==> config.mk <==
export PLATFORM = sky130hd
export DESIGN_NAME = burst_memory_interface_flat
export DESIGN_NICKNAME = d
export VERILOG_FILES = /design/src/rtl/memory_interface_pkg.sv /design/src/rtl/burst_memory_interface_if.sv /design/src/rtl/rd_valid_pipe.sv /design/src/rtl/burst_memory_interface.sv /design/src/flat_wrapper.sv
export SDC_FILE = /design/constraint.sdc
export NUM_CORES = 1
export LEC_CHECK = 0
export ABC_AREA = 1
export CAP_MARGIN = 5
export CORE_MARGIN = 2
export CORE_UTILIZATION = 53
export DETAILED_ROUTE_END_ITERATION = 7
export PLACE_DENSITY = 0.87
export SETUP_SLACK_MARGIN = 0.02
export SYNTH_ARGS = -nofsm -noshare
export SYNTH_HDL_FRONTEND = slang
export SYNTH_SLANG_ARGS = --single-unit
==> constraint.sdc <==
create_clock -name clock -period 4.6 [get_ports clock]
set_input_delay 0.92 -clock clock [delete_from_list [all_inputs] [get_ports clock]]
set_output_delay 0.92 -clock clock [all_outputs]
set_load 0.005 [all_outputs]
==> src/rtl/memory_interface_pkg.sv <==
// Shared FSM state encoding and CSR register map for the burst memory interface.
package memory_interface_pkg;

  typedef enum logic [1:0] {
    StIdle    = 2'd0,
    StRdBurst = 2'd1,
    StWrBurst = 2'd2
  } state_e;

  localparam logic [1:0] CsrCtrl    = 2'd0;
  localparam logic [1:0] CsrStatus  = 2'd1;
  localparam logic [1:0] CsrRdBeats = 2'd2;
  localparam logic [1:0] CsrWrBeats = 2'd3;

endpackage

==> src/rtl/burst_memory_interface_if.sv <==
// Avalon-MM burst data port between a bus master and the burst memory interface.
interface burst_memory_interface_if #(
  parameter int unsigned DATA_W  = 32,
  parameter int unsigned ADDR_W  = 19,
  parameter int unsigned BURST_W = 4
);
  logic [ADDR_W-1:0]   addr;
  logic                read;
  logic                write;
  logic [DATA_W-1:0]   writedata;
  logic [DATA_W/8-1:0] byteenable;
  logic [BURST_W-1:0]  burstcount;
  logic [DATA_W-1:0]   readdata;
  logic                waitrequest;
  logic                readdatavalid;

  modport master (
    output addr, read, write, writedata, byteenable, burstcount,
    input  readdata, waitrequest, readdatavalid
  );

  modport slave (
    input  addr, read, write, writedata, byteenable, burstcount,
    output readdata, waitrequest, readdatavalid
  );
endinterface

==> src/rtl/rd_valid_pipe.sv <==
// Shift register tracking issued read beats until their SRAM data returns.
module rd_valid_pipe #(
  parameter int unsigned Depth = 2
) (
  input  logic clk_i,
  input  logic rst_ni,
  input  logic valid_i,
  output logic valid_o,
  output logic pending_o
);
  logic [Depth-1:0] pipe_q;

  always_ff @(posedge clk_i or negedge rst_ni) begin
    if (!rst_ni) begin
      pipe_q <= '0;
    end else begin
      pipe_q[0] <= valid_i;
      for (int unsigned i = 1; i < Depth; i++) begin
        pipe_q[i] <= pipe_q[i-1];
      end
    end
  end

  assign valid_o   = pipe_q[Depth-1];
  assign pending_o = |pipe_q;
endmodule

==> src/rtl/burst_memory_interface.sv <==
// Avalon-MM burst slave in front of a fixed-latency synchronous SRAM, with a small CSR block.
module burst_memory_interface
  import memory_interface_pkg::*;
#(
  parameter int unsigned DATA_W  = 32,
  parameter int unsigned ADDR_W  = 19,
  parameter int unsigned BURST_W = 4,
  parameter int unsigned RD_LAT  = 2
) (
  input  logic                clock,
  input  logic                reset_n,
  burst_memory_interface_if.slave avmm_data,
  input  logic [1:0]          avmm_csr_addr,
  input  logic                avmm_csr_read,
  input  logic                avmm_csr_write,
  input  logic [31:0]         avmm_csr_writedata,
  output logic [31:0]         avmm_csr_readdata,
  output logic [ADDR_W-1:0]   mem_addr,
  output logic                mem_re,
  output logic                mem_we,
  output logic [DATA_W/8-1:0] mem_be,
  output logic [DATA_W-1:0]   mem_wdata,
  input  logic [DATA_W-1:0]   mem_rdata
);
  state_e              state_q;
  logic                live_q;
  logic                enable_q;
  logic                err_q;
  logic [31:0]         rdbeats_q;
  logic [31:0]         wrbeats_q;
  logic [31:0]         csr_rdata_q;
  logic [BURST_W-1:0]  cnt_q;
  logic [ADDR_W-1:0]   mem_addr_q;
  logic                mem_re_q;
  logic                mem_we_q;
  logic [DATA_W/8-1:0] mem_be_q;
  logic [DATA_W-1:0]   mem_wdata_q;

  logic        rd_valid;
  logic        rd_pending;
  logic        cmd_ok;
  logic        bc_zero;
  logic        busy;
  logic        err_set;
  logic        err_clr;
  logic [31:0] csr_mux;
  logic        unused_csr_wdata;

  // live_q holds waitrequest high until the first edge after reset release.
  assign cmd_ok  = (state_q == StIdle) && live_q && enable_q;
  assign bc_zero = (avmm_data.burstcount == '0);
  assign busy    = (state_q != StIdle) || mem_re_q || rd_pending;

  assign avmm_data.waitrequest   = !live_q || (state_q == StRdBurst) ||
                                   ((state_q == StIdle) && !enable_q);
  assign avmm_data.readdatavalid = rd_valid;
  assign avmm_data.readdata      = rd_valid ? mem_rdata : '0;

  assign mem_addr          = mem_addr_q;
  assign mem_re            = mem_re_q;
  assign mem_we            = mem_we_q;
  assign mem_be            = mem_be_q;
  assign mem_wdata         = mem_wdata_q;
  assign avmm_csr_readdata = csr_rdata_q;
  assign unused_csr_wdata  = ^avmm_csr_writedata[31:2];

  rd_valid_pipe #(
    .Depth(RD_LAT)
  ) u_rd_valid_pipe (
    .clk_i    (clock),
    .rst_ni   (reset_n),
    .valid_i  (mem_re_q),
    .valid_o  (rd_valid),
    .pending_o(rd_pending)
  );

  always_ff @(posedge clock or negedge reset_n) begin
    if (!reset_n) begin
      state_q     <= StIdle;
      live_q      <= 1'b0;
      cnt_q       <= '0;
      mem_addr_q  <= '0;
      mem_re_q    <= 1'b0;
      mem_we_q    <= 1'b0;
      mem_be_q    <= '0;
      mem_wdata_q <= '0;
    end else begin
      live_q   <= 1'b1;
      mem_re_q <= 1'b0;
      mem_we_q <= 1'b0;
      unique case (state_q)
        StIdle: begin
          // Read has priority over a simultaneous write; burstcount 0 accesses nothing.
          if (cmd_ok && avmm_data.read && !bc_zero) begin
            mem_re_q   <= 1'b1;
            mem_addr_q <= avmm_data.addr;
            cnt_q      <= avmm_data.burstcount - BURST_W'(1);
            if (avmm_data.burstcount != BURST_W'(1)) state_q <= StRdBurst;
          end else if (cmd_ok && avmm_data.write && !avmm_data.read && !bc_zero) begin
            mem_we_q    <= 1'b1;
            mem_addr_q  <= avmm_data.addr;
            mem_be_q    <= avmm_data.byteenable;
            mem_wdata_q <= avmm_data.writedata;
            cnt_q       <= avmm_data.burstcount - BURST_W'(1);
            if (avmm_data.burstcount != BURST_W'(1)) state_q <= StWrBurst;
          end
        end
        StRdBurst: begin
          mem_re_q   <= 1'b1;
          mem_addr_q <= mem_addr_q + ADDR_W'(1);
          cnt_q      <= cnt_q - BURST_W'(1);
          if (cnt_q == BURST_W'(1)) state_q <= StIdle;
        end
        StWrBurst: begin
          if (avmm_data.write) begin
            mem_we_q    <= 1'b1;
            mem_addr_q  <= mem_addr_q + ADDR_W'(1);
            mem_be_q    <= avmm_data.byteenable;
            mem_wdata_q <= avmm_data.writedata;
            cnt_q       <= cnt_q - BURST_W'(1);
            if (cnt_q == BURST_W'(1)) state_q <= StIdle;
          end
        end
        default: state_q <= StIdle;
      endcase
    end
  end

  always_comb begin
    err_set = 1'b0;
    if (cmd_ok && (avmm_data.read || avmm_data.write)) begin
      err_set = bc_zero || (avmm_data.read && avmm_data.write);
    end
    if ((state_q == StWrBurst) && avmm_data.read) err_set = 1'b1;
    err_clr = avmm_csr_write && (avmm_csr_addr == CsrStatus) && avmm_csr_writedata[1];
  end

  always_comb begin
    csr_mux = '0;
    unique case (avmm_csr_addr)
      CsrCtrl:    csr_mux = {31'd0, enable_q};
      CsrStatus:  csr_mux = {30'd0, err_q, busy};
      CsrRdBeats: csr_mux = rdbeats_q;
      CsrWrBeats: csr_mux = wrbeats_q;
      default:    csr_mux = '0;
    endcase
  end

  always_ff @(posedge clock or negedge reset_n) begin
    if (!reset_n) begin
      enable_q    <= 1'b1;
      err_q       <= 1'b0;
      rdbeats_q   <= '0;
      wrbeats_q   <= '0;
      csr_rdata_q <= '0;
    end else begin
      if (avmm_csr_write && (avmm_csr_addr == CsrCtrl)) enable_q <= avmm_csr_writedata[0];
      // A new error in the same cycle as the clear stays visible.
      err_q <= err_set || (err_q && !err_clr);
      if (avmm_csr_write && (avmm_csr_addr == CsrRdBeats)) rdbeats_q <= '0;
      else if (rd_valid)                                   rdbeats_q <= rdbeats_q + 32'd1;
      if (avmm_csr_write && (avmm_csr_addr == CsrWrBeats)) wrbeats_q <= '0;
      else if (mem_we_q)                                   wrbeats_q <= wrbeats_q + 32'd1;
      if (avmm_csr_read) csr_rdata_q <= csr_mux;
    end
  end
endmodule

==> src/flat_wrapper.sv <==
// flat-port wrapper written by rule: the top's interface ports become plain ports
module burst_memory_interface_flat import memory_interface_pkg::*;
#(
  parameter int unsigned DATA_W  = 32,
  parameter int unsigned ADDR_W  = 19,
  parameter int unsigned BURST_W = 4,
  parameter int unsigned RD_LAT  = 2
)
  (clock, reset_n, avmm_csr_addr, avmm_csr_read, avmm_csr_write, avmm_csr_writedata, avmm_csr_readdata, mem_addr, mem_re, mem_we, mem_be, mem_wdata, mem_rdata, avmm_data_addr, avmm_data_read, avmm_data_write, avmm_data_writedata, avmm_data_byteenable, avmm_data_burstcount, avmm_data_readdata, avmm_data_waitrequest, avmm_data_readdatavalid);
  burst_memory_interface_if #(.DATA_W(DATA_W), .ADDR_W(ADDR_W), .BURST_W(BURST_W)) avmm_data_i ();
  input  logic clock;
  input  logic reset_n;
  input  logic [1:0] avmm_csr_addr;
  input  logic avmm_csr_read;
  input  logic avmm_csr_write;
  input  logic [31:0] avmm_csr_writedata;
  output logic [31:0] avmm_csr_readdata;
  output logic [ADDR_W-1:0] mem_addr;
  output logic mem_re;
  output logic mem_we;
  output logic [DATA_W/8-1:0] mem_be;
  output logic [DATA_W-1:0] mem_wdata;
  input  logic [DATA_W-1:0] mem_rdata;
  input wire logic [$bits(avmm_data_i.addr)-1:0] avmm_data_addr;
  input wire logic [$bits(avmm_data_i.read)-1:0] avmm_data_read;
  input wire logic [$bits(avmm_data_i.write)-1:0] avmm_data_write;
  input wire logic [$bits(avmm_data_i.writedata)-1:0] avmm_data_writedata;
  input wire logic [$bits(avmm_data_i.byteenable)-1:0] avmm_data_byteenable;
  input wire logic [$bits(avmm_data_i.burstcount)-1:0] avmm_data_burstcount;
  output wire logic [$bits(avmm_data_i.readdata)-1:0] avmm_data_readdata;
  output wire logic [$bits(avmm_data_i.waitrequest)-1:0] avmm_data_waitrequest;
  output wire logic [$bits(avmm_data_i.readdatavalid)-1:0] avmm_data_readdatavalid;
  assign avmm_data_i.addr = avmm_data_addr;
  assign avmm_data_i.read = avmm_data_read;
  assign avmm_data_i.write = avmm_data_write;
  assign avmm_data_i.writedata = avmm_data_writedata;
  assign avmm_data_i.byteenable = avmm_data_byteenable;
  assign avmm_data_i.burstcount = avmm_data_burstcount;
  assign avmm_data_readdata = avmm_data_i.readdata;
  assign avmm_data_waitrequest = avmm_data_i.waitrequest;
  assign avmm_data_readdatavalid = avmm_data_i.readdatavalid;
  burst_memory_interface #(.DATA_W(DATA_W), .ADDR_W(ADDR_W), .BURST_W(BURST_W), .RD_LAT(RD_LAT)) u_core (.clock(clock), .reset_n(reset_n), .avmm_data(avmm_data_i), .avmm_csr_addr(avmm_csr_addr), .avmm_csr_read(avmm_csr_read), .avmm_csr_write(avmm_csr_write), .avmm_csr_writedata(avmm_csr_writedata), .avmm_csr_readdata(avmm_csr_readdata), .mem_addr(mem_addr), .mem_re(mem_re), .mem_we(mem_we), .mem_be(mem_be), .mem_wdata(mem_wdata), .mem_rdata(mem_rdata));
endmodule
**Yosys cells after proc, flatten, opt, wreduce, memory -nomap -nowiden**

Index checks and enable logic that the tools add are counted.

- Input port bits: 131
- Register bits: 164
- Logic and storage cells: 109

- Muxes and demuxes: 37
- Reductions and logical operators: 41
- Add/subtract/negate cells: 5
- Equal/unequal tests: 12

Operator list:

| operator | number |
|---|---|
| $mux 32 | 8 |
| $pmux 32 s4 | 1 |
| $add 32x1->32 const B | 2 |
| $pmux 32 s2 | 1 |
| $mux 19 | 3 |
| $pmux 19 s3 | 1 |
| $mux 4 | 6 |
| $add 19x1->19 const B | 1 |
| $logic_and 1x1->1 | 17 |
| $mux 2 | 6 |
| $pmux 4 s3 | 1 |
| $ne 2x2->1 const B | 4 |
| $pmux 4 s2 | 1 |
| $reduce_bool 2->1 | 4 |
| $sub 4x1->4 const B | 2 |
| $logic_or 1x1->1 | 7 |
| $eq 2x2->1 const B | 3 |
| $mux 1 | 6 |
| $pmux 2 s3 | 1 |
| $reduce_and 3->1 | 2 |
| $logic_not 1->1 | 5 |
| $eq 2x1->1 const B | 2 |
| $eq 4x1->1 const B | 1 |
| $logic_not 2->1 | 2 |
| 7 further kinds | 8 |

**Logic depth before layout (Yosys ltp)**

Gate-level depths: netlist of the first run.

- Depth in word-level cells: 9
- Mapped depth: 12
- Mapped depth without buffers: 11

**Hierarchy**

Synthesis of the first run repeated with hierarchy kept, for this count alone.

- Cells, all modules: 1284
- Area total of the unflattened synthesis: 9082.5 um2

Modules (own cells, without submodules):

| module | times used | cells an instance | area each (um2) |
|---|---|---|---|
| burst_memory_interface | 1 | 1279 | 9021.2 |
| rd_valid_pipe | 1 | 5 | 61.3 |

**Worst setup path before layout of the first run**

No wires, ideal clock.

- Kind: flip-flop to output port
- Start: register u_core.u_rd_valid_pipe.pipe_q[1]
- End: output port avmm_data_readdata[21]
- Buffers on the path: 3
- Slack: 2427 ps
- Data required time: 3680 ps
- Stages on the path, launching flop included: 6
- Data arrival time: 1253 ps
- Cell sequence: dfrtp_1 -> buf_2 -> buf_1 -> clkbuf_1 -> nand2_1 -> inv_1

- Word-level cells in the longest chain between the ends: 1

RTL lines:

| item | RTL line | source |
|---|---|---|
| start: declaration | rd_valid_pipe.sv:11 | `logic [Depth-1:0] pipe_q;` |
| start signal: indexed assignment | rd_valid_pipe.sv:19 | `pipe_q[i] <= pipe_q[i-1];` |
| $mux 32 | burst_memory_interface.sv:57 | `assign avmm_data.readdata = rd_valid ? mem_rdata : '0;` |
| end: declaration | flat_wrapper.sv:30 | `output wire logic [$bits(avmm_data_i.readdata)-1:0] avmm_data_readdata;` |

Every way passes these cells.

**Worst setup path after layout of the first run**

- Start: input port avmm_csr_addr[0]
- End: register u_core.csr_rdata_q[11] (netlist: u_core.avmm_csr_readdata[11])

- Word-level cells in the longest chain between the ends: 2
- Elaborated cells between the ends (all ways): 5
- Those cells by class: eq/ne: 3; mux: 1; reduce/logical: 1

RTL lines:

| item | RTL line | source |
|---|---|---|
| start: declaration | flat_wrapper.sv:13 | `input logic [1:0] avmm_csr_addr;` |
| $eq 2x2->1 (tied with other cells) | burst_memory_interface.sv:140 | `unique case (avmm_csr_addr)` |
| $pmux 32 s4 (*) | burst_memory_interface.sv:140 |  |
| end signal: assignment | burst_memory_interface.sv:164 | `if (avmm_csr_read) csr_rdata_q <= csr_mux;` |
| end: declaration | burst_memory_interface.sv:31 | `logic [31:0] csr_rdata_q;` |

Mark *: on every way between the ends. The rest lies on a longest branch, timed or not.
A chain may end at the register's enable or synchronous reset.

==> results of run 1 <==
-- stage by stage --
step                instances  utilization, %  hold WS [ps]
finish                   1742            71.0           392
global route             1742            71.0           403
CTS                      1742            71.0           390
detailed placement       1710            67.5           375
global placement         1710            67.5           358
floorplan                1298               -           355
-- layout make-up --
class | count | share of cell area, %
clock inverters | 15 | 1.47
flip-flops and latches | 164 | 33.7
repair buffers | 230 | 18.8
multi-input cells | 927 | 35.2
inverters | 164 | 5.06
well taps | 225 | 2.31
clock buffers | 17 | 3.49
-- registers in the layout, summed over array words and instances (netlist names) --
name                           cells
u_core.state_q                     2
u_core.mem_addr                   19
u_core.mem_we                      1
u_core.live_q                      1
u_core.mem_re                      1
u_core.wrbeats_q                  32
u_core.enable_q                    1
u_core.rdbeats_q                  32
u_core.mem_be                      4
u_core.mem_wdata                  32
u_core.err_q                       1
u_core.cnt_q                       4
u_core.avmm_csr_readdata          32
u_core.u_rd_valid_pipe.pipe_q      2
-- power groups by stage --
stage / clock, mW / sequential [mW] / combinational (mW)
2_1_floorplan: 0 / 2.03 / 1.34
3_3_place_gp: 0 / 2.09 / 2.26
3_5_place_dp: 0 / 2.10 / 2.34
4_1_cts: 1.45 / 2.08 / 2.36
5_1_grt: 1.52 / 2.13 / 2.61
6_report: 1.45 / 2.09 / 2.34
-- kinds of logic (layout without fill, tap and decap cells) --
| group | after synthesis | after routing |
|---|---|---|
| and+or+nand+nor | 765 | 765 |
| xor gates and xnor gates | 5 | 5 |
| adders and majority gates | 10 | 10 |
| DFF | 164 | 164 |
| other | 1 | 1 |
| AOI/OAI and AO/OA | 127 | 127 |
| muxes | 19 | 19 |
| buffers and inverters | 207 | 426 |
-- placed cells by master (no fill, tap or decap), types with 2 or more instances in the layout --
cell / count
a21oi_1: 28
a31oi_1: 16
buf_4: 6
clkbuf_16: 17
clkdlybuf4s50_1: 221
clkinv_8: 5
dfrtp_1: 163
ha_1: 10
inv_1: 160
inv_2: 2
inv_6: 5
inv_8: 4
mux2_2: 18
nand2_1: 411
nand3_1: 131
nand3b_1: 2
nand4_1: 26
nor2_1: 158
nor2_2: 3
nor3_1: 27
o211ai_1: 2
o21a_1: 3
o21ai_0: 45
o21ai_1: 7
o21bai_1: 4
o22ai_1: 17
xnor2_1: 2
xor2_1: 3
-- layer usage --
layer	GRT usage, %	wire length, um
met5	0	0
met4	10.8	800
met3	8.54	2490
met2	50.4	13700
met1	37.4	10700
-- worst max-delay path, cell delays in order --
cell and delay, ps:
clkdlybuf4s50_1 840, clkinv_1 580, nand2_1 730, o22ai_1 230, mux2_2 320
-- worst max-delay path by stage --
stage	from	endpoint	slack, ps	cells past startpoint
floorplan	u_core.u_rd_valid_pipe.pipe_q[1]	avmm_data_readdata[21]	2430	5
global placement	avmm_csr_addr[0]	u_core.avmm_csr_readdata[11]	940	5
detailed placement	avmm_csr_addr[0]	u_core.avmm_csr_readdata[11]	950	5
CTS	u_core.u_rd_valid_pipe.pipe_q[1]	avmm_data_readdata[23]	1300	3
global route	avmm_csr_addr[0]	u_core.avmm_csr_readdata[11]	1110	5
finish	avmm_csr_addr[0]	u_core.avmm_csr_readdata[11]	1280	5
==> impl_metrics.env, run 1 <==
export IMPL_setup_viol=0
export IMPL_die_w_um=136
export IMPL_wire_per_inst_um=15.9
export IMPL_io_pin_count=254
export IMPL_pre_cts_ws_ps=955
export IMPL_vias_per_cell=5.47
export IMPL_dp_hpwl_mm=19.8
export IMPL_comb_power_share_pct=39.9
export IMPL_io_buffers=223
export IMPL_synth_top_family_by_area="simple AND/OR/NAND/NOR gates"
export IMPL_ys_ff_latch=164
export IMPL_synth_largest_area_cell="dfrtp_1"
export IMPL_start_util_pct=53.8
export IMPL_rsz0062_at_grt="no"
export IMPL_pwr_share_clk_pct=24.6
export IMPL_gp_congestion=0.943
export IMPL_multiInputGateArea_um2=4300
export IMPL_synth_cells=1298
export IMPL_drt_wl_total_mm=27.6
export IMPL_synth_distinct_cells=44
export IMPL_h_tree_depth=4
export IMPL_synth_top_area_share_pct=44.2
export IMPL_antenna_cells=0
export IMPL_switching_share_pct=39.4
export IMPL_vias=9528
export IMPL_setup_tns_ps=0
export IMPL_yosysSeqAreaShare_pct=44.5
export IMPL_rows=48
export IMPL_cts_sinks=164
export IMPL_numCtsBuffers=17
export IMPL_period_share_pct=72.2
export IMPL_clock_path_buffers=2
export IMPL_vdd_ir_drop_max_uv=347
export IMPL_antenna_left=0
export IMPL_track_usage_pct=30.1
export IMPL_synth_xor_area_share_pct=0.474
export IMPL_cts_tree="built"
export IMPL_cp_start_kind="input pin"
export IMPL_dieHeight_um=136
export IMPL_r2r_slack_ps=1800
export IMPL_final_cell_area_um2=12200
export IMPL_hold_buffers=0
export IMPL_synth_edf_count=0
export IMPL_worst_slack_ps=1280
export IMPL_drt_iter0_markers=886
export IMPL_fin_skew_ps=9.93
export IMPL_leakage_nw=5.78
export IMPL_relSlewSlack_pct=22.0
export IMPL_crit_arrival_ps=3640
export IMPL_r2r_start="u_core.u_rd_valid_pipe.pipe_q[1]"
export IMPL_core_area_um2=17200
export IMPL_min_path_cells=0
export IMPL_syn_area_um2=9230
export IMPL_min_period_ps=3320
export IMPL_cap_violations=0
export IMPL_worstHoldStart="u_core.u_rd_valid_pipe.pipe_q[0]"
export IMPL_p_switching_mw=2.31
export IMPL_grt_max_degree=100
export IMPL_fillers=1380
export IMPL_reg2reg_to="u_core.rdbeats_q[18]"
export IMPL_postCtsSetupBuffers=0
export IMPL_cts_resized=0
export IMPL_cts_root_buf="clkbuf_16"
export IMPL_clkTransAtPathRegs_ps=70
export IMPL_grt_pass1_wl_mm=44.1
export IMPL_reg2reg_depth=9
export IMPL_layout_drive_gt1_share_pct=4.68
export IMPL_hp_class="reg -> reg"
export IMPL_dieArea_um2=18500
export IMPL_tightest_slew_ps=1170
export IMPL_yosys_area_share_adder_pct=1.36
export IMPL_maxClockFrequency_mhz=301
export IMPL_yosys_warnings=0
export IMPL_synth_area_leaders="dfrtp_1 (44%), nand2_1 (17%), nand3_1 (7.1%)"
export IMPL_synthSimpleGateAreaFrac_pct=34.5
export IMPL_required_ps=4920
export IMPL_maxSlewViolCount=0
export IMPL_power_density_nw_per_um2=482
export IMPL_yosysMostFrequentCell="nand2_1"
export IMPL_first_global_vias=8975
export IMPL_dr_pass1_iters=5
export IMPL_nNetsFinal=1645
export IMPL_syn_nets=1439
export IMPL_seqCellArea_um2=4110
export IMPL_drc=0
export IMPL_antenna_found_initial=0
export IMPL_synth_compound_area_share_pct=7.83
export IMPL_p_seq_share_pct=35.5
export IMPL_grt_remaining_overflow=0
export IMPL_synth_area_per_cell_um2=7.11
export IMPL_status="completed"
export IMPL_hold_viol_final=0
export IMPL_finalPower_mw=5.88
export IMPL_hold_path_end="u_core.u_rd_valid_pipe.pipe_q[1]"
export IMPL_place_area_um2=11600
export IMPL_area_growth_pct=32.1
export IMPL_intPower_mw=3.56
export IMPL_critPathKind="in -> reg"
export IMPL_cp_max_fo=18
export IMPL_insertion_delay_ps=440
export IMPL_endpoint_kind="flop"
export IMPL_synth_flop_cell="dfrtp_1"
export IMPL_synthMuxAreaShare_pct=2.30
export IMPL_synthArstFlopShare_pct=100
export IMPL_synth_common_cells="nand2_1 (411), dfrtp_1 (163), inv_1 (160)"
No activity file was read; power rests on OpenSTA's default activity.
==> run 2, diff against run 1 <==
Settings changed: CORE_UTILIZATION 53 to 44, PLACE_DENSITY 0.87 to 0.77.
Clock period 4.6 ns to 2.84 ns, I/O delays scaled along.
==> impl_metrics.env, run 2 (same netlist as run 1, synthesis figures left out) <==
export IMPL_tightest_slew_ps=801
export IMPL_fin_skew_ps=13.3
export IMPL_cts_resized=0
export IMPL_area_growth_pct=33.9
export IMPL_cts_tree="built"
export IMPL_power_density_nw_per_um2=772
export IMPL_dieArea_um2=22200
export IMPL_rows=52
export IMPL_first_global_vias=8901
export IMPL_fillers=1869
export IMPL_cp_top_family="buffers and inverters"
export IMPL_layout_commonest_cell="nand2_1"
export IMPL_cts_root_buf="clkbuf_16"
export IMPL_cts_sinks=164
export IMPL_dr_pass1_iters=6
export IMPL_die_w_um=149
export IMPL_drc=0
export IMPL_endpoint_kind="primary output"
export IMPL_wire_per_inst_um=15.3
export IMPL_hold_worst_slack_ps=4.88
export IMPL_drt_iter0_markers=851
export IMPL_min_period_ps=2710
export IMPL_slowest_stage="clkdlybuf4s50_1"
export IMPL_grt_max_degree=65
export IMPL_leakage_nw=5.84
export IMPL_setup_tns_ps=0
export IMPL_maxClockFrequency_mhz=369
export IMPL_worst_slack_ps=128
export IMPL_antenna_cells=0
export IMPL_dp_hpwl_mm=20.3
export IMPL_dieHeight_um=149
export IMPL_maxSlewViolCount=0
export IMPL_cp_cell_sequence="inv_1 -> ha_1 -> inv_2 -> o211ai_1 -> clkdlybuf4s50_1"
export IMPL_numCtsBuffers=17
export IMPL_start_util_pct=45.2
export IMPL_hold_buffers=0
export IMPL_gp_congestion=0.959
export IMPL_p_seq_share_pct=35.2
export IMPL_vias=9446
export IMPL_track_usage_pct=25.1
export IMPL_intPower_mw=5.82
export IMPL_rsz0062_at_grt="no"
export IMPL_cp_max_fo=5
export IMPL_period_share_pct=95.5
export IMPL_startpoint="u_core.state_q[1]"
export IMPL_setup_viol=0
export IMPL_clock_path_buffers=2
export IMPL_insertion_delay_ps=450
export IMPL_comb_power_share_pct=40.3
export IMPL_pre_cts_ws_ps=277
export IMPL_h_tree_depth=4
export IMPL_relSlewSlack_pct=46.6
export IMPL_met3_length_mm=2.50
export IMPL_postCtsSetupBuffers=0
export IMPL_cp_num_buf_inv=3
export IMPL_vias_per_cell=5.25
export IMPL_p_switching_mw=3.72
export IMPL_drt_wl_total_mm=27.6
export IMPL_finalPower_mw=9.54
export IMPL_layout_drive_gt1_share_pct=5.37
export IMPL_top_layer_used="met4"
export IMPL_hold_viol_final=0
export IMPL_status="completed"
export IMPL_final_cell_mix="nand2_1 (411), clkdlybuf4s50_1 (221), dfrtp_1 (163), inv_1 (160), nor2_1 (158)"
export IMPL_critPathKind="reg -> out"
export IMPL_wl_met2_mm=13.4
export IMPL_core_area_um2=20400
export IMPL_r2r_start="u_core.mem_we"
export IMPL_wl_met1_mm=11.2
export IMPL_switching_share_pct=39.0
export IMPL_cpPeakStageDelay_ps=570
export IMPL_antenna_left=0
export IMPL_cp_start_kind="flop"
export IMPL_nNetsFinal=1656
export IMPL_cap_violations=0
export IMPL_vdd_ir_drop_max_uv=530
export IMPL_io_buffers=223
export IMPL_io_pin_count=254
export IMPL_pwr_share_clk_pct=24.5
export IMPL_grt_remaining_overflow=0
export IMPL_grt_pass1_wl_mm=44.3
export IMPL_clkTransAtPathRegs_ps=80
export IMPL_crit_arrival_ps=2140
export IMPL_antenna_found_initial=0
export IMPL_required_ps=2270
export IMPL_hp_class="in -> async"
-- run 2: layer usage --
metal,GRT usage (%),vias to the layer above
met5,0,-
met4,8.48,0
met2,41.8,424
li1,-,4592
met3,6.45,39
met1,31.9,4391
-- run 2: final timing paths --
check / end / slack [ps] / cells past startpoint
worst max-delay path: avmm_data_waitrequest / 130 / 5
worst min-delay path: u_core.avmm_csr_readdata[15] / 5 / 1
worst max register to register: u_core.wrbeats_q[30] / 690 / 7
worst min register to register: u_core.u_rd_valid_pipe.pipe_q[1] / 400 / 0
max in group asynchronous: u_core.cnt_q[2] / 2150 / 2
min in group clock: u_core.u_rd_valid_pipe.pipe_q[1] / 400 / 0
-- run 2: stage by stage --
step	area [um^2]	utilization, %	cells
CTS	12400	60.5	1798
global placement	11800	57.6	1766
global route	12400	60.5	1798
floorplan	9230	-	1298
finish	12400	60.5	1798
detailed placement	11800	57.6	1766
-- run 2: layout make-up --
| type | instances | area [um^2] | area share [%] |
|---|---|---|---|
| clock inverters | 15 | 180 | 1.46 |
| multi-input cells | 927 | 4300 | 34.8 |
| well taps | 270 | 338 | 2.73 |
| repair buffers | 241 | 2400 | 19.4 |
| clock buffers | 17 | 425 | 3.44 |
| flip-flops and latches | 164 | 4110 | 33.2 |
| inverters | 164 | 617 | 4.99 |
-- run 2: power groups by stage --
stage	clock, mW	sequential, mW	combinational, mW
after global routing	2.47	3.43	4.31
after global placement	0	3.37	3.75
final	2.34	3.36	3.85
after detailed placement	0	3.38	3.85
after CTS	2.37	3.35	3.87
after floorplan	0	3.29	2.18
